### src/rtl/lsu_pkg.sv
// Shared encodings for the memory-stage load/store bridge: RV32I func3 codes,
// FSM states, byte-enable bases and the func3 -> access size decode.
package lsu_pkg;

  localparam logic [2:0] LSU_B  = 3'b000;
  localparam logic [2:0] LSU_H  = 3'b001;
  localparam logic [2:0] LSU_W  = 3'b010;
  localparam logic [2:0] LSU_BU = 3'b100;
  localparam logic [2:0] LSU_HU = 3'b101;

  localparam logic [3:0] BE_BYTE = 4'b0001;
  localparam logic [3:0] BE_HALF = 4'b0011;
  localparam logic [3:0] BE_WORD = 4'b1111;

  typedef enum logic [1:0] {
    ST_IDLE = 2'd0,
    ST_REQ  = 2'd1,
    ST_RSP  = 2'd2,
    ST_DONE = 2'd3
  } lsu_state_e;

  typedef enum logic [1:0] {
    SZ_BYTE = 2'd0,
    SZ_HALF = 2'd1,
    SZ_WORD = 2'd2
  } lsu_size_e;

  // Undefined codes (011, 11x) fall through to a word access.
  function automatic lsu_size_e lsu_size(input logic [2:0] f3);
    case (f3)
      LSU_B, LSU_BU: return SZ_BYTE;
      LSU_H, LSU_HU: return SZ_HALF;
      LSU_W:         return SZ_WORD;
      default:       return SZ_WORD;
    endcase
  endfunction

endpackage

### src/rtl/lsu_align.sv
// Combinational lane logic: byte enables, store-data replication and misalign
// detection for the request side; lane select and sign/zero extension for loads.
module lsu_align
  import lsu_pkg::*;
(
  input  logic [2:0]  func3,
  input  logic [1:0]  addr_lo,
  input  logic [31:0] wdata,
  output logic [3:0]  be,
  output logic [31:0] wdata_rep,
  output logic        misaligned,
  input  logic [2:0]  rsp_func3,
  input  logic [1:0]  rsp_addr_lo,
  input  logic [31:0] rdata_raw,
  output logic [31:0] rdata_ext
);

  lsu_size_e  req_size;
  lsu_size_e  rsp_size;
  logic [7:0]  lane_byte;
  logic [15:0] lane_half;
  logic        sext;

  always_comb begin
    req_size   = lsu_size(func3);
    be         = '0;
    wdata_rep  = '0;
    misaligned = 1'b0;
    case (req_size)
      SZ_BYTE: begin
        be        = BE_BYTE << addr_lo;
        wdata_rep = {4{wdata[7:0]}};
      end
      SZ_HALF: begin
        be         = BE_HALF << addr_lo;
        wdata_rep  = {2{wdata[15:0]}};
        misaligned = addr_lo[0];
      end
      default: begin
        be         = BE_WORD;
        wdata_rep  = wdata;
        misaligned = |addr_lo;
      end
    endcase
  end

  always_comb begin
    rsp_size = lsu_size(rsp_func3);
    sext     = ~rsp_func3[2];
    case (rsp_addr_lo)
      2'd0:    lane_byte = rdata_raw[7:0];
      2'd1:    lane_byte = rdata_raw[15:8];
      2'd2:    lane_byte = rdata_raw[23:16];
      default: lane_byte = rdata_raw[31:24];
    endcase
    lane_half = rsp_addr_lo[1] ? rdata_raw[31:16] : rdata_raw[15:0];
    case (rsp_size)
      SZ_BYTE: rdata_ext = {{24{sext & lane_byte[7]}}, lane_byte};
      SZ_HALF: rdata_ext = {{16{sext & lane_half[15]}}, lane_half};
      default: rdata_ext = rdata_raw;
    endcase
  end

endmodule

### src/rtl/lsu_bridge.sv
// Memory-stage load/store unit: issues one req/gnt/rvalid bus transaction per
// aligned request, stalling the pipeline until the response (or timeout).
module lsu_bridge
  import lsu_pkg::*;
#(
  parameter int unsigned AW      = 32,
  parameter int unsigned DW      = 32,
  parameter int unsigned TIMEOUT = 255
) (
  input  logic          clk,
  input  logic          rst_i,
  input  logic          mem_rd_i,
  input  logic          mem_wr_i,
  input  logic [2:0]    func3_i,
  input  logic [AW-1:0] addr_i,
  input  logic [DW-1:0] wdata_i,
  output logic [DW-1:0] rdata_o,
  output logic          stall_o,
  output logic          misalign_o,
  output logic          timeout_o,
  output logic          bus_req_o,
  input  logic          bus_gnt_i,
  output logic          bus_we_o,
  output logic [3:0]    bus_be_o,
  output logic [AW-1:0] bus_addr_o,
  output logic [DW-1:0] bus_wdata_o,
  input  logic          bus_rvalid_i,
  input  logic [DW-1:0] bus_rdata_i
);

  localparam int unsigned    CW       = (TIMEOUT > 1) ? $clog2(TIMEOUT + 1) : 1;
  localparam logic [CW-1:0]  TMO_LAST = (TIMEOUT == 0) ? '0 : CW'(TIMEOUT - 1);

  lsu_state_e    state;
  logic [CW-1:0] tmo_cnt;
  logic [2:0]    lat_func3;
  logic [1:0]    lat_addr_lo;

  logic          req_valid;
  logic          req_issue;
  logic          misaligned;
  logic [3:0]    be_next;
  logic [DW-1:0] wdata_next;
  logic [DW-1:0] rdata_ext;
  logic          tmo_hit;

  lsu_align u_align (
    .func3       (func3_i),
    .addr_lo     (addr_i[1:0]),
    .wdata       (wdata_i),
    .be          (be_next),
    .wdata_rep   (wdata_next),
    .misaligned  (misaligned),
    .rsp_func3   (lat_func3),
    .rsp_addr_lo (lat_addr_lo),
    .rdata_raw   (bus_rdata_i),
    .rdata_ext   (rdata_ext)
  );

  assign req_valid = mem_rd_i | mem_wr_i;
  assign req_issue = (state == ST_IDLE) && req_valid && !misaligned;

  // Input-driven flags are gated by reset so every output reads 0 while it is held.
  assign stall_o    = !rst_i && (req_issue || state == ST_REQ || state == ST_RSP);
  assign misalign_o = !rst_i && (state == ST_IDLE) && req_valid && misaligned;

  // Fires in the last waiting cycle; a gnt/rvalid in that same cycle still wins.
  assign tmo_hit   = (TIMEOUT != 0) && (tmo_cnt == TMO_LAST);
  assign timeout_o = tmo_hit && ((state == ST_REQ && !bus_gnt_i) ||
                                 (state == ST_RSP && !bus_rvalid_i));

  always_ff @(posedge clk or posedge rst_i) begin
    if (rst_i) begin
      state       <= ST_IDLE;
      tmo_cnt     <= '0;
      lat_func3   <= '0;
      lat_addr_lo <= '0;
      rdata_o     <= '0;
      bus_req_o   <= 1'b0;
      bus_we_o    <= 1'b0;
      bus_be_o    <= '0;
      bus_addr_o  <= '0;
      bus_wdata_o <= '0;
    end else begin
      case (state)
        ST_IDLE: begin
          tmo_cnt <= '0;
          if (req_issue) begin
            lat_func3   <= func3_i;
            lat_addr_lo <= addr_i[1:0];
            bus_we_o    <= mem_wr_i;
            bus_be_o    <= be_next;
            bus_addr_o  <= {addr_i[AW-1:2], 2'b00};
            bus_wdata_o <= wdata_next;
            bus_req_o   <= 1'b1;
            state       <= ST_REQ;
          end
        end
        ST_REQ: begin
          if (bus_gnt_i) begin
            bus_req_o <= 1'b0;
            tmo_cnt   <= '0;
            state     <= ST_RSP;
          end else if (timeout_o) begin
            bus_req_o <= 1'b0;
            tmo_cnt   <= '0;
            if (!bus_we_o) rdata_o <= '0;
            state     <= ST_DONE;
          end else begin
            tmo_cnt <= tmo_cnt + 1'b1;
          end
        end
        ST_RSP: begin
          if (bus_rvalid_i) begin
            if (!bus_we_o) rdata_o <= rdata_ext;
            tmo_cnt <= '0;
            state   <= ST_DONE;
          end else if (timeout_o) begin
            if (!bus_we_o) rdata_o <= '0;
            tmo_cnt <= '0;
            state   <= ST_DONE;
          end else begin
            tmo_cnt <= tmo_cnt + 1'b1;
          end
        end
        default: begin
          tmo_cnt <= '0;
          state   <= ST_IDLE;
        end
      endcase
    end
  end

endmodule
### config.mk
export PLATFORM = sky130hd
export DESIGN_NAME = lsu_bridge
export DESIGN_NICKNAME = d
export VERILOG_FILES = /design/src/rtl/lsu_pkg.sv /design/src/rtl/lsu_align.sv /design/src/rtl/lsu_bridge.sv
export SDC_FILE = /design/constraint.sdc
export NUM_CORES = 1
export LEC_CHECK = 0
export ABC_AREA = 1
export CAP_MARGIN = 20
export CORE_ASPECT_RATIO = 1.1
export CORE_UTILIZATION = 49
export DETAILED_ROUTE_END_ITERATION = 12
export PLACE_DENSITY = 0.86
export SLEW_MARGIN = 0
export SYNTH_ARGS = -nofsm -noshare
export SYNTH_HDL_FRONTEND = slang
export SYNTH_SLANG_ARGS = --single-unit
### constraint.sdc
create_clock -name clk -period 11.2 [get_ports clk]
set_input_delay 2.8 -clock clk [delete_from_list [all_inputs] [get_ports clk]]
set_output_delay 2.8 -clock clk [all_outputs]
set_load 0.01 [all_outputs]
==> flow_summary.json <==
{
  "total_routed_wirelength_um": 16500,
  "core.rowCount": 41,
  "worstSetupEndpointType": "output port",
  "static-leakage-power_nw": 4.19,
  "antenna_found_initial": 0,
  "netlist-cell-type-count": 34,
  "first_iter_violations": 290,
  "layout.cell_area.non_filler_sq_mm": 0.00856,
  "synthesis.yosys.warnings": 0,
  "cts_sinks": 115,
  "mostFrequentLayoutCells": "347 x nand2_1, 207 x clkdlybuf4s50_1, 115 x dfrtp_1, 60 x nand3_1, 45 x inv_1",
  "detailedPlacementHpwl_um": 11500,
  "cts_buffers": 17,
  "synthesis.area_sq_mm": 0.00590,
  "final_stage_net_count": 1078,
  "rr_startpoint": "state[0]",
  "detailroute.via_count": 5741,
  "synth.avg_cell_area_sq_um": 7.61,
  "grt.total_usage_pct": 27.7,
  "crit_slowest_cell": "clkdlybuf4s50_1",
  "worst_hold_slack_ns": 0.474,
  "timing.setup.tns_ns": 0,
  "hold_path_startpoint": "bus_req_o",
  "maxClockFrequency_ghz": 0.134,
  "preCtsSetupSlack_ns": 3.76,
  "firstDrtPassIters": 7,
  "library_cell_used_as_clock_root_buffer": "clkbuf_16",
  "final_layout_size_suffix_gt1_share_pct": 6.12,
  "timing.setup.critical_path_class": "in2out",
  "clk_pin_slew_worst_paths_ns": 0.06,
  "cts-root-to-sink-buffers": 2,
  "hold_violations": 0,
  "timing.critical_path.mode_cell": "clkdlybuf4s50_1",
  "cts_resized": 0,
  "final_antenna_net_count": 0,
  "finalCriticalPeriod_ns": 7.45,
  "power_per_cell_area_mw_per_mm2": 254,
  "antenna_cells": 0,
  "maxSlewHeadroom_pct": 41.3,
  "ios": 210,
  "grt_remaining_overflow": 0,
  "first_global_vias": 5643,
  "cts_max_level": 4,
  "clkLatencyLatePin_ns": 0.41,
  "utilization_pct": 73.8,
  "drt_drc_violations_left": 0,
  "die_height_um": 117,
  "yosys_register_bits": 115,
  "area_delta_synth_final_pct": 45.1,
  "final.period_utilization_pct": 66.5,
  "path_type_of_the_worst_min_delay_path": "reg2reg",
  "worstMarginPinSlew_ns": 0.880,
  "floorplan.initialDensity_pct": 50.9,
  "die_area_sq_mm": 0.0125,
  "critical_path.max_stage_delay_ns": 0.56,
  "grt_start_max_net_pins": 93,
  "critPathLaunch": "func3_i[1]",
  "synth-seq-area-share_pct": 48.8,
  "timing.final.ws_setup_ns": 3.75,
  "vdd_ir_drop_max_uv": 146,
  "arrival_ns": 4.65,
  "routedWlPerCell_um": 14.6,
  "number_of_buffers_inserted_for_hold_repair_after_clock_tree_synthesis": 0,
  "postCtsSetupRepairBufs": 0,
  "rsz0062_at_grt": "false",
  "fillers": 893,
  "critPathLaunchType": "input pin",
  "maxCapViolations": 0,
  "grt_first_pass_wirelength_um": 26800,
  "dpl-instance-area_sq_mm": 0.00793,
  "final-max-slew-violation-count": 0,
  "layout.cells.most_common": "nand2_1",
  "critical_path_peak_fanout": 37,
  "netlist_instances": 775,
  "portBuffers": 207,
  "setup-violations-final": 0,
  "worstPathCellList": "clkdlybuf4s50_1 -> buf_4 -> inv_2 -> nand3_1 -> nand3_4 -> a31oi_1 -> clkdlybuf4s50_1",
  "die_width_um": 107,
  "clock-skew-final_ns": 0.0139,
  "timing.critical_path.required_ns": 8.40,
  "gp_congestion": 0.819,
  "core_area_sq_mm": 0.0116,
  "tritoncts_clock_tree": "yes",
  "status": "completed",
  "vias_per_cell": 5.08
}
flip-flops by register name (all words and copies together), names as in the netlist:
name         flops
rdata_o         32
tmo_cnt          8
bus_req_o        1
bus_we_o         1
lat_addr_lo      2
state            2
bus_addr_o      30
bus_wdata_o     32
bus_be_o         4
lat_func3        3
final timing paths:
kind                          endpoint  slack [ns]  depth (start not counted)
min reg2reg                  bus_req_o        0.47                          2
min                          bus_req_o        0.47                          2
max reg2reg                bus_be_o[3]        8.22                          9
max                            stall_o        3.75                          7
max in group asynchronous  bus_be_o[2]        7.44                          4
min in group asynchronous    bus_req_o        2.79                          2
where the power goes:
part	internal, mW	switching (mW)	leakage [nW]	total, mW
sequential	0.581	0.116	1.47	0.697
combinational	0.456	0.487	2.44	0.943
clock	0.344	0.192	0.284	0.536
final cells by class:
| type | instances | area, sq um | area share [%] |
|---|---|---|---|
| sequential | 115 | 2880 | 33.6 |
| multi-input combinational | 571 | 2570 | 30.1 |
| timing repair buffer | 212 | 2130 | 24.9 |
| clock buffer | 20 | 467 | 5.45 |
| inverter | 50 | 190 | 2.22 |
| tap | 150 | 188 | 2.19 |
| clock inverter | 12 | 131 | 1.54 |
per-layer routing:
metal / vias up / global-route usage [%] / wire [um]
li1: 2829 / - / -
met1: 2648 / 33.1 / 6690
met2: 252 / 47.5 / 8080
met3: 12 / 9.80 / 1600
met4: 0 / 7.67 / 157
met5: - / 0 / 0
critical path: cells and delay by family:
| family | cells | cell delay, ns |
|---|---|---|
| compound gates | 1 | 0.17 |
| buf+inv | 4 | 1.39 |
| simple gates | 2 | 0.27 |
cell families after synthesis:
family | share of synthesized area, %
other | 0.0636
AOI/OAI and AO/OA | 9.12
adders and majority gates | 1.27
xor gates and xnor gates | 0.594
and+or+nand+nor | 32.3
buffers and inverters | 7.85
DFF | 48.8
metrics by stage:
stage,power [mW],instances
floorplan,1.20,776
global placement,1.62,1097
detailed placement,1.64,1097
CTS,2.19,1129
global route,2.33,1130
finish,2.18,1130
cell usage after synthesis, drive strengths merged:
library cell / instances / area share, %
clkbuf: 6 / 0.38
dfrtp: 115 / 49
conb: 1 / 0.064
nand4: 2 / 0.21
nor2: 33 / 2.2
o211ai: 3 / 0.38
or3: 1 / 0.11
ha: 6 / 1.3
a21oi: 35 / 3.0
or2: 2 / 0.21
o21ai: 56 / 4.9
inv: 50 / 3.2
nand3: 68 / 6.6
nand2: 350 / 23
buf: 34 / 4.3
o21ba: 1 / 0.17
xor2: 4 / 0.59
a31oi: 1 / 0.11
o21a: 2 / 0.25
o21bai: 1 / 0.13
o22ai: 1 / 0.11
nand3b: 3 / 0.38
Note: power is estimated with default switching activity, not from simulation.
